## config.mk

```make
export PLATFORM = sky130hd
export DESIGN_NAME = imem_boot_ctrl
export DESIGN_NICKNAME = d
export VERILOG_FILES = /design/src/rtl/imem_boot_ctrl.sv
export SDC_FILE = /design/constraint.sdc
export NUM_CORES = 1
export LEC_CHECK = 0
export ABC_AREA = 1
export BUFFER_PORTS_ARGS = -buffer_cell sky130_fd_sc_hd__buf_2
export CORE_ASPECT_RATIO = 0.5
export CORE_MARGIN = 10
export CORE_UTILIZATION = 40
export CTS_CLUSTER_DIAMETER = 30
export CTS_CLUSTER_SIZE = 24
export DETAILED_ROUTE_END_ITERATION = 6
export GPL_TIMING_DRIVEN = 0
export MAX_ROUTING_LAYER = met4
export PLACE_DENSITY = 0.81
export SLEW_MARGIN = 25
export SYNTH_ARGS = -nofsm -noshare
export SYNTH_HDL_FRONTEND = slang
export SYNTH_SLANG_ARGS = --single-unit
```

## constraint.sdc

```tcl
create_clock -name clk -period 3.7 [get_ports clk]
set_input_delay 0 -clock clk [delete_from_list [all_inputs] [get_ports clk]]
set_output_delay 0 -clock clk [all_outputs]
set_load 0.005 [all_outputs]
```

## src/rtl/imem_boot_ctrl.sv

```systemverilog
`default_nettype none
// ============================================================================
// Module   : imem_boot_ctrl
// Purpose  : Owns the single port of the SPRAM-backed instruction memory.
//            After reset, loader bytes are packed into 32-bit little-endian
//            words and written to PROG_WORDS consecutive words starting at
//            BASE_ADDR. The port is then handed to the CPU fetch path and
//            cpu_run is raised.
//
// Parameters
//   ADDR_W      byte-address width of the instruction memory
//   PROG_WORDS  number of 32-bit words loaded at boot (>= 1)
//   BASE_ADDR   first byte address written (4-byte aligned)
//
// Ports
//   clk           system clock, all state on the rising edge
//   rst_n         asynchronous active-low reset
//   byte_valid    loader byte present
//   byte_data     loader byte
//   byte_ready    loader byte accepted when byte_valid & byte_ready
//   fetch_req     CPU fetch request (single cycle, may be back-to-back)
//   fetch_addr    CPU fetch byte address
//   fetch_valid   fetch_data valid, one cycle after an accepted fetch_req
//   fetch_data    fetched instruction (memory read data, unmodified)
//   mem_addr      instruction memory byte address
//   mem_wr_en     instruction memory write enable
//   mem_wdata     instruction memory write data
//   mem_rdata     instruction memory read data (registered, 1-cycle latency)
//   cpu_run       program loaded, CPU may execute
//   reload        (IMEM_RELOAD_EN only) restart the load sequence from RUN
//   words_loaded  words written since the last load start
//
// Build option
//   IMEM_RELOAD_EN  when defined, adds the reload input; otherwise RUN is
//                   terminal until rst_n is asserted.
//
// Revision : 1.0 - initial release
// ============================================================================
module imem_boot_ctrl #(
    parameter int ADDR_W     = 14,
    parameter int PROG_WORDS = 4096,
    parameter int BASE_ADDR  = 0
) (
    input  logic                clk,
    input  logic                rst_n,
    // boot byte stream
    input  logic                byte_valid,
    input  logic [7:0]          byte_data,
    output logic                byte_ready,
    // CPU fetch interface
    input  logic                fetch_req,
    input  logic [ADDR_W-1:0]   fetch_addr,
    output logic                fetch_valid,
    output logic [31:0]         fetch_data,
    // instruction memory port
    output logic [ADDR_W-1:0]   mem_addr,
    output logic                mem_wr_en,
    output logic [31:0]         mem_wdata,
    input  logic [31:0]         mem_rdata,
    // status
    output logic                cpu_run,
`ifdef IMEM_RELOAD_EN
    input  logic                reload,
`endif
    output logic [ADDR_W-2:0]   words_loaded
);

    // ------------------------------------------------------------------------
    // Elaboration-time parameter checks
    // ------------------------------------------------------------------------
    localparam longint c_load_end = longint'(BASE_ADDR) + (longint'(4) * longint'(PROG_WORDS));
    localparam longint c_mem_size = longint'(1) << ADDR_W;

    generate
        if (PROG_WORDS < 1) begin : g_bad_prog_words
            $error("imem_boot_ctrl: PROG_WORDS must be at least 1");
        end
        if ((BASE_ADDR % 4) != 0) begin : g_bad_base_align
            $error("imem_boot_ctrl: BASE_ADDR must be 4-byte aligned");
        end
        if (c_load_end > c_mem_size) begin : g_bad_range
            $error("imem_boot_ctrl: BASE_ADDR + 4*PROG_WORDS exceeds 2**ADDR_W");
        end
    endgenerate

    // ------------------------------------------------------------------------
    // Constants
    // ------------------------------------------------------------------------
    localparam logic [ADDR_W-1:0] c_base_addr  = ADDR_W'(BASE_ADDR);
    localparam logic [ADDR_W-1:0] c_word_bytes = ADDR_W'(4);
    // words_loaded value seen during the WRITE of the final word
    localparam logic [ADDR_W-2:0] c_last_idx   = (ADDR_W-1)'(PROG_WORDS - 1);

    // ------------------------------------------------------------------------
    // State
    // ------------------------------------------------------------------------
    typedef enum logic [1:0] {
        ST_LOAD  = 2'd0,
        ST_WRITE = 2'd1,
        ST_RUN   = 2'd2
    } state_t;

    state_t              r_state;
    logic [1:0]          r_byte_cnt;
    logic [31:0]         r_word;
    logic [ADDR_W-1:0]   r_wr_ptr;
    logic [ADDR_W-2:0]   r_words_loaded;
    logic                r_mem_wr_en;
    logic                r_cpu_run;
    logic                r_fetch_valid;

    logic                w_in_run;
    logic                w_byte_fire;

    assign w_in_run    = (r_state == ST_RUN);
    // byte_ready is high only in LOAD, so byte_valid alone qualifies a
    // handshake there; bytes offered in WRITE/RUN simply stall.
    assign w_byte_fire = (r_state == ST_LOAD) && byte_valid;

    // ------------------------------------------------------------------------
    // Sequencer
    // ------------------------------------------------------------------------
    always_ff @(posedge clk or negedge rst_n) begin
        if (!rst_n) begin
            r_state        <= ST_LOAD;
            r_byte_cnt     <= 2'd0;
            r_word         <= 32'd0;
            r_wr_ptr       <= c_base_addr;
            r_words_loaded <= '0;
            r_mem_wr_en    <= 1'b0;
            r_cpu_run      <= 1'b0;
            r_fetch_valid  <= 1'b0;
        end else begin
            // fetch_valid is a one-cycle pulse per accepted request
            r_fetch_valid <= 1'b0;

            case (r_state)
                ST_LOAD: begin
                    if (w_byte_fire) begin
                        // little-endian packing: first byte lands in [7:0]
                        r_word[8*r_byte_cnt +: 8] <= byte_data;
                        r_byte_cnt                <= r_byte_cnt + 2'd1;
                        if (r_byte_cnt == 2'd3) begin
                            r_state     <= ST_WRITE;
                            r_mem_wr_en <= 1'b1;
                        end
                    end
                end

                ST_WRITE: begin
                    // single write cycle; pointer and count advance on exit
                    r_mem_wr_en    <= 1'b0;
                    r_wr_ptr       <= r_wr_ptr + c_word_bytes;
                    r_words_loaded <= r_words_loaded + 1'b1;
                    if (r_words_loaded == c_last_idx) begin
                        r_state   <= ST_RUN;
                        r_cpu_run <= 1'b1;
                    end else begin
                        r_state <= ST_LOAD;
                    end
                end

                ST_RUN: begin
`ifdef IMEM_RELOAD_EN
                    if (reload) begin
                        // restart the load; a fetch accepted this cycle is
                        // dropped because fetch_valid stays at its default 0
                        r_state        <= ST_LOAD;
                        r_wr_ptr       <= c_base_addr;
                        r_byte_cnt     <= 2'd0;
                        r_words_loaded <= '0;
                        r_cpu_run      <= 1'b0;
                    end else begin
                        r_fetch_valid <= fetch_req;
                    end
`else
                    r_fetch_valid <= fetch_req;
`endif
                end

                default: begin
                    r_state <= ST_LOAD;
                end
            endcase
        end
    end

    // ------------------------------------------------------------------------
    // Outputs
    // ------------------------------------------------------------------------
    assign byte_ready   = (r_state == ST_LOAD);

    // The CPU owns the address only in RUN; otherwise the write pointer is
    // presented, so a fetch request outside RUN never reaches the memory.
    assign mem_addr     = w_in_run ? fetch_addr : r_wr_ptr;
    assign mem_wr_en    = r_mem_wr_en;
    assign mem_wdata    = r_word;

    assign fetch_valid  = r_fetch_valid;
    assign fetch_data   = mem_rdata;

    assign cpu_run      = r_cpu_run;
    assign words_loaded = r_words_loaded;

endmodule
`default_nettype wire

```

==> flow_summary.ini, run 1 <==
[cts]
clock-sinks = 64
cts_tree = done
post_cts_buffers = 0
cts-root-buf = clkbuf_16
path_clk_slew_ns = 0.05
ctsLongestPathBuffers = 2
cts_inserted_buffers = 9
clk_latency_ns = 0.32
htreeDepth = 3

[logic_synthesis]
synth_area_leader_cell = dfrtp_1
synthXorXnorAreaFrac_pct = 4.329
synth_compound_area_share_pct = 6.657
ys_seq_area_share_pct = 46.56
netlist_instances = 397
synth_top_family_by_area = simple AND/OR/NAND/NOR gates
synth_fa_ha_area_share_pct = 2.546
netlist_area_um2 = 3440
synthMuxAreaShare_pct = 1.310
yosys.area_share.simple_pct = 24.85
synth_warnings = 0
synth_area_leaders = dfrtp_1 47%, nand2_1 12%, buf_4 7.2%
syn-num-nets = 462
syn_avg_cell_area_um2 = 8.664
yosysUniqueCellTypes = 26
synth_seq_cells = 64
synth_top_area_share_pct = 46.56

[job]
drv_cap = 0

[placement]
place.gp.congestion = 0.8382
post-dp-hpwl_um = 7470
io_buffers = 120

[setup_path]
path_class = flip-flop to flip-flop
cp_slowest_cell = dfrtp_1
cp_max_fo = 12
cp_top_family = simple AND/OR/NAND/NOR gates
crit_required_ns = 3.96
worst_path_largest_cell_delay_ns = 0.37
crit_path_end_kind = flip-flop
crit_chain = buf_2 > inv_1 > buf_2 > ha_1 > inv_1 > nor2_2 > nand2_1 > nor2_4 > nand3_1 > nand2_1
path_buf_inv = 4
startpoint_type = flip-flop
worstPathArrival_ns = 2.42

[detailed_routing]
drc = 0
drt-wirelength-per-cell_um = 14.48
via_per_inst = 4.665
drt_iter0_markers = 163
ant_nets = 0
vias = 3060
drtPass1Iterations = 6
totalWireLength_um = 9499

[run_status]
status = finished, final reports clean

[global_routing]
antenna_found_initial = 0
grt_remaining_overflow = 0
grt_usage_pct = 14.97
grt_first_pass_wirelength_um = 15480
grt_pass1_vias = 3196
grt_max_degree = 50

[power]
power_mw = 2.845
power.share.combinational_pct = 33.9
power.leakage_nw = 2.597
power_switching_mw = 0.9884
p_clk_share_pct = 31.4
p_per_area_nw_per_um2 = 615.0
seq_power_share_pct = 34.8
ir_drop_v = 0.0003302
internal-power_mw = 1.856
swShare_pct = 34.75

[sta]
slew_viol_final = 0
period_share_pct = 58.46
finalClockSkew_ns = 0.008625
maxSlewHeadroom_pct = 69.02
tightest_slew_ns = 0.4630
finalCriticalPeriod_ns = 2.163
hold_violations = 0
setup_viol = 0
timing.hold.ws_ns = 0.01589
fmax_mhz = 462.3
finalSetupTns_ns = 0
rsz0062_at_grt = no

[floorplanning]
die-area_um2 = 12930
rows = 23
die_width_um = 151.1
start_util_pct = 42.09
die_h_um = 85.57
core_um2 = 8173
top_level_ports = 153

[final_layout]
final_cell_mix = 123 x buf_2, 111 x nand2_1, 64 x dfrtp_1
final_util_pct = 56.60
finalNetCount = 604
diodes = 0
drive_above_1_share_pct = 38.05
final_common_cell = buf_2
syn_to_final_growth_pct = 34.49

[worst_hold_path]
min-delay-path-class = input pin to flip-flop
[final cells by class]
type | count | area [um2]
fill | 711 | 3547
multi-input combinational | 250 | 1365
inverter | 42 | 160.2
tap | 112 | 140.1
timing repair buffer | 131 | 730.7
sequential | 64 | 1602
clock buffer | 13 | 250.2
buffer | 41 | 312.8
clock inverter | 3 | 65.06
[per-stage QoR]
| step | area [um2] | worst slack [ns] | std cells |
|---|---|---|---|
| 2_1_floorplan | 3440 | 1.862 | 397 |
| 3_3_place_gp | 4180 | 1.637 | 629 |
| 3_5_place_dp | 4210 | 1.566 | 630 |
| 4_1_cts | 4626 | 1.524 | 656 |
| 5_1_grt | 4626 | 1.308 | 656 |
| 6_report | 4626 | 1.537 | 656 |
[Yosys cell counts]
cell      count
nand2_1     111
dfrtp_1      64
inv_1        40
buf_4        33
nor2_1       25
nand3_1      18
nand4_1      17
o21ai_2      14
xor2_1       11
a21oi_1       8
o21ai_1       8
ha_1          7
nand2_4       6
xnor2_1       6
buf_2         4
buf_6         4
mux2_2        4
nor2_4        4
o21ai_0       4
nor3_1        3
a31oi_1       1
inv_2         1
inv_4         1
nand2_2       1
nand3b_1      1
nor2_2        1
[power by group through the flow]
stage | clock, mW | sequential (mW) | combinational (mW)
global route | 0.941 | 1.01 | 1.09
detailed placement | 0 | 0.994 | 0.963
finish | 0.893 | 0.989 | 0.963
floorplan | 0 | 0.991 | 0.596
global placement | 0 | 0.994 | 0.931
CTS | 0.908 | 0.989 | 0.980
[cell families after synthesis]
logic type,Yosys count
AO/OA/AOI/OAI,35
XOR/XNOR,17
adder cells (fa/ha/maj),7
buffers and inverters,83
flip-flops,64
multiplexers,4
AND/OR/NAND/NOR,187
[final timing paths]
path,from,endpoint,slack [ns],depth (start not counted)
worst max-delay path,r_byte_cnt[0]$_DFFE_PN0P_,mem_wdata[17]$_DFFE_PN0P_,1.54,10
worst min-delay path,byte_data[7],mem_wdata[23]$_DFFE_PN0P_,0.02,3
worst max register to register,r_byte_cnt[0]$_DFFE_PN0P_,mem_wdata[17]$_DFFE_PN0P_,1.54,10
worst min register to register,cpu_run$_DFFE_PN0P_,cpu_run$_DFFE_PN0P_,0.46,2
max in group asynchronous,rst_n,r_wr_ptr[10]$_DFFE_PN0N_,3.11,3
min in group asynchronous,rst_n,mem_wdata[3]$_DFFE_PN0P_,0.08,2
[sequential cells by signal, summed over array words and instances, names as in the netlist]
register,count
fetch_valid,1
words_loaded,13
r_state,2
cpu_run,1
mem_wr_en,1
r_byte_cnt,2
mem_wdata,32
r_wr_ptr,12
[timing repair]
item,in CTS,in global routing
resized for setup,0,0
hold buffers,10,0
hold endpoints to repair,79,0
[per-layer routing]
| metal | wire, um | global-route usage (%) | share of wire, % | up-vias |
|---|---|---|---|---|
| li1 | - | - | - | 1513 |
| met1 | 4042 | 17.06 | 43 | 1409 |
| met3 | 746 | 4.088 | 7.9 | 8 |
| met5 | 0 | - | 0 | - |
| met4 | 98 | 4.518 | 1.0 | 0 |
| met2 | 4612 | 25.34 | 49 | 130 |
[worst reg2reg max path, delay by kind of cell (launching register included)]
family	cells	cell delay (ns)
buffers and inverters	4	0.56
DFF	1	0.37
adders and majority gates	1	0.36
and+or+nand+nor	5	0.81
(Power assumes the default switching activity.)
==> inputs of run 2 (changes only) <==
Settings changed: PLACE_DENSITY 0.81 to 0.83.
Clock period 3.7 ns to 1.8 ns, I/O delays scaled along.
==> flow_summary.ini, run 2 (same netlist as run 1, synthesis figures left out) <==
[setup_path]
worstPathArrival_ns = 1.93
regToRegSetupSlack_ns = 0.06
r2r-start = r_byte_cnt[0]$_DFFE_PN0P_
regToRegEndpoint = mem_wdata[1]$_DFFE_PN0P_
cp-endpoint = mem_wdata[1]$_DFFE_PN0P_
cp_max_fo = 10
crit_path_end_kind = flip-flop
crit_required_ns = 1.99
cp-startpoint = r_byte_cnt[0]$_DFFE_PN0P_
path_class = flip-flop to flip-flop
startpoint_type = flip-flop
reg2reg_depth = 9

[global_routing]
grt_max_degree = 49
grt_pass1_vias = 3216
antenna_found_initial = 0
grt_first_pass_wirelength_um = 15990
grt_usage_pct = 15.61
grt_remaining_overflow = 0

[final_layout]
final_common_cell = buf_2
final_cell_mix = 121 x buf_2, 110 x nand2_1, 64 x dfrtp_1
drive_above_1_share_pct = 40.33
diodes = 0
finalNetCount = 613
largest_reg_flops = 32
syn_to_final_growth_pct = 37.47

[detailed_routing]
drc = 0
drtPass1Iterations = 5
via_per_inst = 4.702
drt_iter0_markers = 201
vias = 3127
drt-wirelength-per-cell_um = 14.98
totalWireLength_um = 9961
ant_nets = 0

[job]
drv_cap = 0

[sta]
timing.hold.ws_ns = 0.008812
finalClockSkew_ns = 0.003675
rsz0062_at_grt = yes
period_share_pct = 96.50
maxSlewHeadroom_pct = 77.82
fmax_mhz = 575.7
setup_viol = 0
slew_viol_final = 0
hold_violations = 0
finalSetupTns_ns = 0
finalCriticalPeriod_ns = 1.737
tightest_slew_ns = 0.3315

[run_status]
status = finished, final reports clean

[cts]
cts-root-buf = clkbuf_16
ctsLongestPathBuffers = 2
cts_tree = done
cts_inserted_buffers = 9
htreeDepth = 3
path_clk_slew_ns = 0.05
clock-sinks = 64
clk_latency_ns = 0.32

[power]
power.leakage_nw = 2.640
p_per_area_nw_per_um2 = 1307
ir_drop_v = 0.0008045

[floorplanning]
core_um2 = 8173
die_width_um = 151.1
die_h_um = 85.57
start_util_pct = 42.09
top_level_ports = 153
rows = 23
die-area_um2 = 12930

[worst_hold_path]
min-delay-path-class = input pin to flip-flop
hp-start = byte_valid

[placement]
place.gp.congestion = 0.8427
io_buffers = 120
post-dp-hpwl_um = 7465
[run 2: worst max-delay path, cell delays in order, from the launching register on]
cell	delay (ns)
dfrtp_1	0.42
buf_6	0.14
inv_2	0.09
buf_6	0.15
ha_4	0.15
buf_2	0.25
nand2_4	0.11
buf_6	0.15
nand2_1	0.05
o21ai_0	0.09
[run 2: where the power goes]
| group | switching [mW] | total (mW) | internal [mW] |
|---|---|---|---|
| logic | 1.35 | 2.39 | 1.03 |
| clock network | 0.603 | 1.75 | 1.14 |
| registers | 0.268 | 2.05 | 1.78 |
[run 2: area by class of cell]
type | instances | area [um2]
sequential | 64 | 1602
clock buffer | 13 | 260.3
timing repair buffer | 140 | 798.3
inverter | 42 | 160.2
multi-input combinational | 250 | 1403
tap | 112 | 140.1
fill | 667 | 3445
clock inverter | 3 | 40.04
buffer | 41 | 325.3
[run 2: layer usage]
metal  up-vias  global-route usage, %  wire [um]
li1       1537                      -          -
met1      1434                  17.02       4059
met2       143                  27.08       4900
met3        13                  4.822        870
met4         0                  4.431        130
met5         -                      -          0
[run 2: how the worst min path moves through the flow]
stage / endpoint / slack [ns] / depth (start not counted)
finish: r_byte_cnt[0]$_DFFE_PN0P_ / 0.009 / 3
global route: r_byte_cnt[0]$_DFFE_PN0P_ / 0.01 / 3
CTS: r_byte_cnt[0]$_DFFE_PN0P_ / 0.005 / 3
detailed placement: mem_wdata[0]$_DFFE_PN0P_ / -0.11 / 1
global placement: fetch_data[31] / 0.17 / 2
floorplan: cpu_run$_DFFE_PN0P_ / -0.30 / 0
[run 2: metrics by stage]
| stage | cells | area, um2 | setup slack, ns | power [mW] | utilization, % |
|---|---|---|---|---|---|
| 6_report | 665 | 4728 | 0.06303 | 6.179 | 57.85 |
| 3_5_place_dp | 630 | 4215 | -0.2728 | 4.050 | 51.58 |
| 4_1_cts | 658 | 4667 | 0.02248 | 6.038 | 57.10 |
| 2_1_floorplan | 397 | 3445 | -0.008005 | 3.285 | - |
| 3_3_place_gp | 629 | 4185 | -0.2504 | 3.974 | 51.21 |
| 5_1_grt | 665 | 4728 | -0.003209 | 6.575 | 57.85 |
[run 2: repair_timing]
item,4_1_cts,5_1_grt
hold buffers,10,0
pin swaps,3,2
resized for setup,8,5
cloned,0,0
setup buffers,2,7
endpoints found under the setup margin,32,32
hold endpoints to repair,80,0
==> inputs of run 3 (changes only) <==
Clock period 1.8 ns to 1.58 ns, I/O delays scaled along.
==> flow_summary.ini, run 3 (same netlist as run 1, synthesis figures left out) <==
[detailed_routing]
drtPass1Iterations = 4
vias = 3128
drc = 0
ant_nets = 0
drt_iter0_markers = 246
totalWireLength_um = 10030
drt-wirelength-per-cell_um = 15.04
via_per_inst = 4.690

[setup_path]
worstPathArrival_ns = 1.85
path_class = flip-flop to flip-flop
regToRegSetupSlack_ns = -0.0007
crit_path_end_kind = flip-flop
cp_max_fo = 7
startpoint_type = flip-flop
crit_required_ns = 1.85

[final_layout]
diodes = 0
final_common_cell = buf_2
final_util_pct = 58.53
finalNetCount = 615
drive_above_1_share_pct = 41.98
final_cell_mix = 119 x buf_2, 110 x nand2_1, 63 x dfrtp_1
fillers = 704
syn_to_final_growth_pct = 39.07
seqCellArea_um2 = 1603
largest_reg_flops = 32
stdcell_area_um2 = 4783
multiInputGateArea_um2 = 1438

[placement]
place_area_um2 = 4243
io_buffers = 120
place.gp.congestion = 0.8256
post-dp-hpwl_um = 7477

[cts]
htreeDepth = 3
path_clk_slew_ns = 0.05
cts_inserted_buffers = 9
cts_tree = done
ctsLongestPathBuffers = 2
clk_latency_ns = 0.33
cts-root-buf = clkbuf_16
clock-sinks = 64

[sta]
period_share_pct = 100.0
hold_violations = 0
setup_viol = 1
worst_slack_ns = -0.0007043
finalClockSkew_ns = 0.006266
fmax_mhz = 632.6
maxSlewHeadroom_pct = 75.92
rsz0062_at_grt = yes
finalCriticalPeriod_ns = 1.581
tightest_slew_ns = 0.3612
slew_viol_final = 0

[floorplanning]
core_um2 = 8173
die_width_um = 151.1
die_h_um = 85.57
die-area_um2 = 12930
top_level_ports = 153
rows = 23
start_util_pct = 42.09

[power]
power.leakage_nw = 2.649
p_per_area_nw_per_um2 = 1498
ir_drop_v = 0.0008978
power_mw = 7.163

[job]
drv_cap = 0

[global_routing]
grt_pass1_vias = 3199
grt_usage_pct = 15.62
antenna_found_initial = 0
grt_max_degree = 39
grt_remaining_overflow = 0
grt_first_pass_wirelength_um = 15940

[run_status]
violations = negative setup slack
status = finished, violations left

[worst_hold_path]
min-delay-path-class = input pin to flip-flop
## run 3: layout make-up
| class | count | share of cell area [%] |
|---|---|---|
| buffer | 40 | 6.670 |
| sequential | 64 | 33.51 |
| tap | 112 | 2.930 |
| timing repair buffer | 143 | 17.00 |
| clock buffer | 13 | 5.441 |
| multi-input combinational | 250 | 30.05 |
| inverter | 42 | 3.557 |
| clock inverter | 3 | 0.8370 |
## run 3: worst paths after layout
check / start / endpoint / depth (start not counted)
setup / recovery: r_byte_cnt[0]$_DFFE_PN0P_ / mem_wdata[20]$_DFFE_PN0P_ / 9
hold / removal: byte_valid / r_byte_cnt[0]$_DFFE_PN0P_ / 3
setup reg to reg: r_byte_cnt[0]$_DFFE_PN0P_ / mem_wdata[20]$_DFFE_PN0P_ / 9
hold reg to reg: cpu_run$_DFFE_PN0P_ / cpu_run$_DFFE_PN0P_ / 2
max in group asynchronous: rst_n / r_state[0]$_DFFE_PN0P_ / 3
min in group asynchronous: rst_n / mem_wdata[3]$_DFFE_PN0P_ / 2
## run 3: worst max-delay path: stages (launching register included)
cell     delay, ns
dfrtp_1       0.38
buf_6         0.13
inv_8         0.04
ha_4          0.29
inv_4         0.04
nor2_4        0.12
nand2_2       0.07
nor2_4        0.24
nand3_2       0.13
nand2_1       0.08
## run 3: power by group
part | switching, mW | total [mW] | leakage, nW | internal, mW
logic | 1.62 | 2.86 | 1.63 | 1.24
clock network | 0.683 | 1.98 | 0.150 | 1.30
registers | 0.288 | 2.32 | 0.868 | 2.03
total | 2.59 | 7.16 | 2.65 | 4.57
## run 3: layer usage
| metal | share of wire [%] | global-route usage [%] | vias to the layer above |
|---|---|---|---|
| met3 | 8.8 | 4.769 | 12 |
| met5 | 0 | - | - |
| met1 | 39 | 16.81 | 1456 |
| met2 | 51 | 27.44 | 121 |
| li1 | - | - | 1539 |
| met4 | 1.1 | 4.431 | 0 |
## run 3: repair_timing
action | in CTS | in global routing
endpoints found under the setup margin | 36 | 38
pin swaps | 12 | 8
gates resized for setup | 16 | 4
hold buffers | 10 | 0
setup buffers | 7 | 5
endpoints found under the hold margin | 80 | 0
## run 3: per-stage QoR
stage | hold slack, ns | setup TNS (ns) | cells | setup WS, ns
global placement | 0.1715 | -2.725 | 629 | -0.1949
global route | 0.02615 | -0.3545 | 667 | -0.07679
detailed placement | -0.06241 | -3.798 | 630 | -0.2696
finish | 0.0008663 | -0.0007043 | 667 | -0.0007043
floorplan | -0.2956 | -0.2308 | 397 | -0.03297
CTS | 0.004142 | -0.09629 | 663 | -0.03075
